--- src/rtl/result_scheduler.sv ---
// Front-end controller for the face-detection result store: round-robin arbitration of hit
// reports, 3-word record serialisation into the store, and tagged drain of all records to the host.
module result_scheduler #(
  parameter int DATA_WIDTH_12 = 12,
  parameter int NUM_REQ       = 4,
  parameter int MAX_RECORDS   = 1365
) (
  input  logic                             clk,
  input  logic                             reset,
  input  logic [NUM_REQ-1:0]               req,
  input  logic [NUM_REQ*DATA_WIDTH_12-1:0] ori_x_bus,
  input  logic [NUM_REQ*DATA_WIDTH_12-1:0] ori_y_bus,
  input  logic [NUM_REQ*DATA_WIDTH_12-1:0] scale_bus,
  output logic [NUM_REQ-1:0]               o_grant,
  output logic                             o_write_in,
  output logic [DATA_WIDTH_12-1:0]         o_data_in,
  input  logic                             drain,
  output logic                             o_read_out,
  input  logic [DATA_WIDTH_12-1:0]         i_data_out,
  output logic                             o_data_valid,
  output logic [DATA_WIDTH_12-1:0]         o_data,
  output logic [1:0]                       o_word_sel,
  output logic                             o_drain_done,
  output logic                             o_full,
  output logic [11:0]                      o_record_count
);

  localparam int              DW      = DATA_WIDTH_12;
  localparam int              IDX_W   = (NUM_REQ > 1) ? $clog2(NUM_REQ) : 1;
  localparam logic [11:0]     MAX_CNT = 12'(MAX_RECORDS);

  typedef enum logic [2:0] {IDLE, WRITE, READ, FLUSH, DONE} state_t;

  state_t            state, state_next;
  logic [IDX_W-1:0]  winner, winner_next;
  logic [IDX_W-1:0]  last_grant, last_grant_next;
  logic [1:0]        word_idx, word_idx_next;
  logic [1:0]        rd_tag, rd_tag_next;
  logic [11:0]       record_count, record_count_next;
  logic [12:0]       words_left, words_left_next;
  logic              drain_pending, drain_pending_next;
  logic              rr_found;
  logic [IDX_W-1:0]  rr_idx, rr_cand;

  logic [DW-1:0] x_arr [NUM_REQ];
  logic [DW-1:0] y_arr [NUM_REQ];
  logic [DW-1:0] s_arr [NUM_REQ];

  for (genvar g = 0; g < NUM_REQ; g++) begin : g_unpack
    assign x_arr[g] = ori_x_bus[DW*g +: DW];
    assign y_arr[g] = ori_y_bus[DW*g +: DW];
    assign s_arr[g] = scale_bus[DW*g +: DW];
  end

  assign o_full         = (record_count == MAX_CNT);
  assign o_record_count = record_count;

  // Store returns data the cycle after the strobe, which is exactly when o_data_valid is high.
  assign o_data = o_data_valid ? i_data_out : '0;

  // Round-robin: first requester found searching upward from last_grant+1.
  always_comb begin
    rr_found = 1'b0;
    rr_idx   = '0;
    rr_cand  = '0;
    for (int k = 1; k <= NUM_REQ; k++) begin
      rr_cand = IDX_W'((int'(last_grant) + k) % NUM_REQ);
      if (!rr_found && req[rr_cand]) begin
        rr_found = 1'b1;
        rr_idx   = rr_cand;
      end
    end
  end

  // NOTE: every output of this block gets a default first, so no path leaves a latch behind.
  always_comb begin
    state_next         = state;
    winner_next        = winner;
    last_grant_next    = last_grant;
    word_idx_next      = word_idx;
    rd_tag_next        = rd_tag;
    record_count_next  = record_count;
    words_left_next    = words_left;
    drain_pending_next = drain_pending;
    o_write_in         = 1'b0;
    o_data_in          = '0;
    o_grant            = '0;
    o_read_out         = 1'b0;
    o_drain_done       = 1'b0;

    case (state)
      IDLE: begin
        if (drain_pending || drain) begin
          drain_pending_next = 1'b0;
          words_left_next    = ({1'b0, record_count} << 1) + {1'b0, record_count};
          rd_tag_next        = 2'd0;
          state_next         = (record_count == '0) ? DONE : READ;
        end else if (rr_found && !o_full) begin
          winner_next   = rr_idx;
          word_idx_next = 2'd0;
          state_next    = WRITE;
        end
      end
      WRITE: begin
        o_write_in = 1'b1;
        case (word_idx)
          2'd0:    o_data_in = x_arr[winner];
          2'd1:    o_data_in = y_arr[winner];
          default: o_data_in = s_arr[winner];
        endcase
        if (word_idx == 2'd2) begin
          o_grant[winner]   = 1'b1;
          record_count_next = record_count + 12'd1;
          last_grant_next   = winner;
          state_next        = IDLE;
        end else begin
          word_idx_next = word_idx + 2'd1;
        end
      end
      READ: begin
        o_read_out      = 1'b1;
        words_left_next = words_left - 13'd1;
        rd_tag_next     = (rd_tag == 2'd2) ? 2'd0 : rd_tag + 2'd1;
        if (words_left == 13'd1) state_next = FLUSH;
      end
      FLUSH: state_next = DONE;
      DONE: begin
        o_drain_done      = 1'b1;
        record_count_next = '0;
        state_next        = IDLE;
      end
      default: state_next = IDLE;
    endcase

    // A drain seen mid-record waits for the record; one seen mid-drain is absorbed by it.
    if (drain && (state == WRITE || state == DONE)) drain_pending_next = 1'b1;
  end

  // NOTE: sequential state uses non-blocking assignments so every register samples pre-edge values.
  always_ff @(posedge clk or negedge reset) begin
    if (!reset) begin
      state         <= IDLE;
      winner        <= '0;
      last_grant    <= IDX_W'(NUM_REQ - 1);
      word_idx      <= '0;
      rd_tag        <= '0;
      record_count  <= '0;
      words_left    <= '0;
      drain_pending <= 1'b0;
      o_data_valid  <= 1'b0;
      o_word_sel    <= '0;
    end else begin
      state         <= state_next;
      winner        <= winner_next;
      last_grant    <= last_grant_next;
      word_idx      <= word_idx_next;
      rd_tag        <= rd_tag_next;
      record_count  <= record_count_next;
      words_left    <= words_left_next;
      drain_pending <= drain_pending_next;
      o_data_valid  <= o_read_out;
      o_word_sel    <= o_read_out ? rd_tag : 2'd0;
    end
  end

endmodule

--- config.mk ---
export PLATFORM = sky130hd
export DESIGN_NAME = result_scheduler
export DESIGN_NICKNAME = d
export VERILOG_FILES = /design/src/rtl/result_scheduler.sv
export SDC_FILE = /design/constraint.sdc
export NUM_CORES = 1
export LEC_CHECK = 0
export ABC_CLOCK_PERIOD_IN_PS = 2000
export CAP_MARGIN = 20
export CELL_PAD_IN_SITES_DETAIL_PLACEMENT = 2
export CELL_PAD_IN_SITES_GLOBAL_PLACEMENT = 2
export CORE_MARGIN = 2
export CORE_UTILIZATION = 20
export DETAILED_ROUTE_END_ITERATION = 7
export GPL_TIMING_DRIVEN = 0
export PLACE_DENSITY = 0.83
export SYNTH_ARGS = -nofsm -noshare
export SYNTH_HDL_FRONTEND = slang
export SYNTH_SLANG_ARGS = --single-unit
--- constraint.sdc ---
create_clock -name clk -period 2 [get_ports clk]
set_input_delay 0.6 -clock clk [delete_from_list [all_inputs] [get_ports clk]]
set_output_delay 0.6 -clock clk [all_outputs]
set_load 0.005 [all_outputs]
Yosys cells after proc, flatten, opt, wreduce, memory -nomap -nowiden:

Cells that the tools add are included.

* register bits after elaboration: 40
* input port bits: 163
* output and inout port bits: 47
* logic and storage cells: 127

* add/subtract/negate cells: 9
* order comparisons: 7
* equal/unequal tests: 16
* mux-type cells: 56
* bitwise operators: 2
* reductions and logical operators: 27

Operator list (count)
* 12-bit 2-to-1 mux: 9
* 12-bit binary-select mux with 2-bit select: 3
* 12-bit case mux with 2 select lines: 2
* 13-bit case mux with 2 select lines: 1
* 2-bit 2-to-1 mux: 10
* 2-bit by 3-bit less-than comparator with 1-bit output (second input constant): 5
* 1-bit 2-to-1 mux: 15
* 3-bit 2-to-1 mux: 5
* 13-bit by 12-bit adder with 13-bit output: 1
* 13-bit by 1-bit equality test with 1-bit output (second input constant): 1
* 13-bit 2-to-1 mux: 1
* 13-bit by 1-bit subtractor with 13-bit output (second input constant): 1
* 12-bit by 1-bit adder with 12-bit output (second input constant): 1
* 12-bit by 11-bit equality test with 1-bit output (second input constant): 1
* 12-bit zero test: 1
* 2-bit != test (second input constant): 6
* 3-bit case mux with 4 select lines: 1
* 2-bit nonzero test: 5
* 2-bit by 1-bit adder with 2-bit output (second input constant): 4
* 1-bit binary-select mux with 2-bit select: 4
* 4-bit 2-to-1 mux: 2
* 2-bit case mux with 2 select lines: 2
* 2-bit AND reduction: 4
* 3-bit by 2-bit equality test with 1-bit output (second input constant): 2
* 18 further kinds: 30

Longest topological paths before layout:

* depth in word-level cells: 17
* depth in mapped cells: 8
* mapped depth without buffers: 8

Least setup slack after synthesis:

No wires, ideal clock.

* path type: register to output
* start: reg winner[1]
* end: out o_data_in[10]
* arrival time: 1.483 ns
* data required time: 1.400 ns
* setup slack: -0.083 ns
* cell stages (with the launch flop): 6
* buffers on the path: 2
* path through: dfrtp_1 > clkbuf_1 > buf_1 > mux4_2 > nand2_1 > a21oi_1

* cells in the longest elaborated chain, start to end: 6
* elaborated cells on any way between the ends: 12
* those cells by class: 11 x mux; 1 x bitwise

RTL lines
* start: declaration: RTL line 35 `logic [IDX_W-1:0] winner, winner_next;`
* start signal: assignment: RTL line 154 `winner <= winner_next;`
* 2-bit NOT with 3-bit output (not written as such) *: RTL line 107, 108, 109
* 12-bit binary-select mux with 2-bit select, on equally long branches: RTL line 109, 107, 108
* 12-bit 2-to-1 mux, on equally long branches (2 in a row): RTL line 109, 107, 108
* 12-bit case mux with 2 select lines *: RTL line 106 `case (word_idx)`
* 12-bit 2-to-1 mux *: RTL line 91 `case (state)`
* end: declaration: RTL line 16 `output logic [DATA_WIDTH_12-1:0] o_data_in,`

Mark *: on every way between the ends. The rest lies on a longest branch, timed or not. The select of a mux whose other input is x is not followed.

Worst setup path after layout:

* start: reg winner[0]
* end: out o_data_in[8]

The elaborated chain is that of the path after synthesis.

==> results by group <==
Power
  • Max VDD drop: ~0.44 mV
  • Net Sw Frac: 44.6%
  • Clock share of power: about an eighth
  • Lkg Pwr: around 0.0033 uW
  • Net Switching: ~3600 uW
  • Reg power frac: between 10% and 20%
  • Gate power share: between 70% and 80%
  • Internal: about 4500 uW
  • Final Power: 8120 uW
  • PD cells: approximately 1000 mW/mm^2

Logic synthesis
  • Async SR Flop Fraction: 100%
  • Post-Synthesis Cells: around 430
  • EDFF count, synth: 0
  • Largest area contributor in the netlist: dfrtp_1
  • Prevailing post-synth register cell: dfrtp_1
  • Flop and latch count out of synthesis: 40
  • Register area share after synthesis: between 20% and 30%
  • Avg Cell Area, Syn: between 9 and 10 sq um
  • Ranking of synthesized cells by area: dfrtp_1 24%, mux4_2 20%, ha_1 8.8%
  • Post-synth net total: ~600
  • Distinct cells, synth: between 60 and 70
  • Count leader, synth: nand2_1
  • Post-synth top cells: 53 x nand2_1, 38 x dfrtp_1, 36 x a21oi_1, 36 x mux4_2, 34 x nor2_1
  • YS warnings: 0
  • Synthesized area: 0.00399 sq mm
  • Synth top area share: a little under a quarter

Run
  • MaxCap Viol Count: 0

Cells and area
  • Fillers: roughly 2,100
  • Multi-input combinational cell area: 0.00334 sq mm
  • Synth-to-Final Area Change: 93.9%
  • Final Instance Area: slightly below 0.008 sq mm
  • Share of cells above drive strength 1: 39.1%
  • Final nets: approximately 900
  • Sequential Area: ~0.0010 sq mm

Worst setup path
  • Bufs and invs on worst path: 2
  • Worst EP required: around 1.4 ns
  • Max stage delay on crit path: between 0.5 and 0.6 ns
  • Crit path max-delay cell type: mux4_2
  • Worst Setup Path Type: reg -> out
  • CP Capture Type: primary output
  • CP Max Fanout: 10
  • Worst Path Arrival: 1.89 ns
  • CP Launch Type: flop
  • Family with the most delay on the worst path: multiplexers
  • Cells along the critical path: buf_12 -> mux4_2 -> a22oi_2 -> a21oi_1 -> buf_2

Clocking
  • CTS Sinks: 40
  • Clock root buffer: clkbuf_16
  • Clk buf depth: 2
  • Clock transition at the registers of the reported paths: roughly 0.070 ns
  • Worst skew pair latency: ~0.29 ns
  • CTS tree: built
  • TritonCTS Buffers: 5
  • Hold buffers post-CTS: 0
  • H-tree levels: 2

STA
  • RSZ-0062 raised after global routing: yes
  • Worst slew margin: between 50% and 60%
  • Final setup TNS: -6.91 ns
  • Worst slew pin tran: a little over 0.6 ns
  • Fin. max-slew vios: 0
  • Fin crit share: 125%
  • Final hold violations: 0
  • Post-layout min period: 2.49 ns
  • Fmax: around 400 MHz
  • Setup ws final: -0.491 ns
  • # setup viols final: 27
  • Setup Skew: roughly 0.0055 ns

Floorplanning
  • DIE HEIGHT: between 100 and 150 microns
  • Rows: just over 50
  • Full die area: 0.0211 sq mm
  • Core area: about 0.020 sq mm
  • Initial Util: 20.5%
  • Die Wd: ~150 microns
  • Num ports: 210

Global route
  • Global Route Usage Sum: about a fifth
  • Initial antenna violation count: 2
  • Vias in the first global route: 5,416
  • First-pass GRT wire length: ~34,000 microns
  • GRT overflow: 0
  • Largest net degree at the start of global routing: 32

Placed design
  • Detailed placer's ending HPWL: 16,900 microns
  • IO Port Bufs: ~210
  • Area of placed instances: around 0.0065 sq mm
  • Global placement routability congestion: around 0.9

Route
  • Drt initial violations: 204
  • DRT Pass-1 Iters: 4
  • Via Count: approximately 4,900
  • Routed Antenna Nets: 0
  • Drt total wl: roughly 24,000 microns
  • DRC: 0
  • Via density: ~5
  • DR WL/cell: ~25 microns

Worst hold path
  • Hold Crit Class: in -> async

Status
  • Failing checks: setup timing
  • Status: complete, but fails checks
[power groups by stage]
stage | Clock, uW | Sequential, uW | Combinational, uW
floorplan | 0 | 1250 | 2490
global placement | 0 | 1300 | 3920
finish | 973 | 1370 | 5770
global route | 1020 | 1410 | 6140
CTS | 987 | 1330 | 5140
detailed placement | 0 | 1330 | 4140
[routing by layer]
metal | track usage (%) | up-vias | wire length [microns]
li1 | - | 2159 | -
met1 | 22.6 | 2516 | 8950
met2 | 41.0 | 188 | 13500
met3 | 4.06 | 45 | 1100
met4 | 5.20 | 2 | 669
met5 | 0 | - | 12
[cell usage in the layout, fill, tap and decap left out, types with 5 or more instances in the layout]
master and instances:
clkdlybuf4s50_1 120, buf_4 61, dlygate4sd2_1 54, nand2_1 48
mux4_2 36, nor2_1 30, a21oi_1 29, dfrtp_1 29
buf_2 23, buf_6 17, ha_1 15, and2_1 13
inv_1 12, a22oi_2 12, ha_4 10, o21ai_0 9
dfrtp_2 9, nand4_1 8, inv_2 6, clkbuf_2 6
a21oi_2 6, xnor2_1 6, buf_8 5, clkbuf_16 5
[timing repair]
item	CTS	global route
gates cloned	2	0
endpoints found under the hold margin	0	0
setup buffers	44	27
pin swaps	46	31
resized for setup	295	75
setup endpoints to repair	64	48
[layout make-up]
cell class / instances / share of cell area (%)
timing repair buffer: 284 / 33.1
clock buffer: 5 / 1.62
sequential: 40 / 13.1
tap: 265 / 4.28
buffer: 19 / 2.65
multi-input combinational: 338 / 43.1
inverter: 24 / 1.52
clock inverter: 3 / 0.614
antenna: 1 / 0.0323
[sequential cells by signal, indices dropped and copies added (netlist names), 2 cells and up]
signal	cells
last_grant	2
o_record_count	12
o_word_sel	2
rd_tag	2
state	3
winner	2
word_idx	2
words_left	13
[path summary, 6_finish.rpt]
path | startpoint | to | slack (ns) | cells past startpoint
worst max register to register | o_record_count[7] | words_left[12] | -0.16 | 8
max in group asynchronous | reset | last_grant[0] | 1.26 | 2
worst max-delay path | winner[0] | o_data_in[8] | -0.49 | 5
min in group clk | rd_tag[1] | rd_tag[0] | 0.51 | 1
worst min register to register | rd_tag[1] | rd_tag[0] | 0.51 | 1
worst min-delay path | reset | o_record_count[11] | 0.19 | 1
[worst reg2reg max path: cells and delay by family (launching register included)]
kind / cells / cell delay [ns]
simple gates: 1 / 0.14
fa+ha+maj: 1 / 0.22
compound gates: 4 / 1.08
buf+inv: 2 / 0.22
flops: 1 / 0.44
[cell families (layout without fill, tap and decap cells)]
| kind of cell | Yosys count | in the layout | share of synthesized area (%) |
|---|---|---|---|
| fa+ha+maj | 29 | 29 | 9.27 |
| flops | 40 | 40 | 25.1 |
| compound gates | 105 | 105 | 17.1 |
| simple gates | 148 | 148 | 18.3 |
| buf+inv | 48 | 335 | 5.01 |
| xor+xnor | 13 | 13 | 2.85 |
| mux | 43 | 43 | 22.3 |
| other cells | 0 | 1 | 0 |
[stage by stage]
stage,hold WS (ns),instances,utilization (%),worst slack [ns]
2_1_floorplan,0.304,426,-,-0.0320
3_3_place_gp,0.460,900,33.0,-1.17
3_5_place_dp,0.485,902,33.1,-1.03
4_1_cts,0.209,955,37.4,-0.487
5_1_grt,0.204,979,39.7,-0.562
6_report,0.194,979,39.7,-0.491
(Power assumes the default switching activity.)
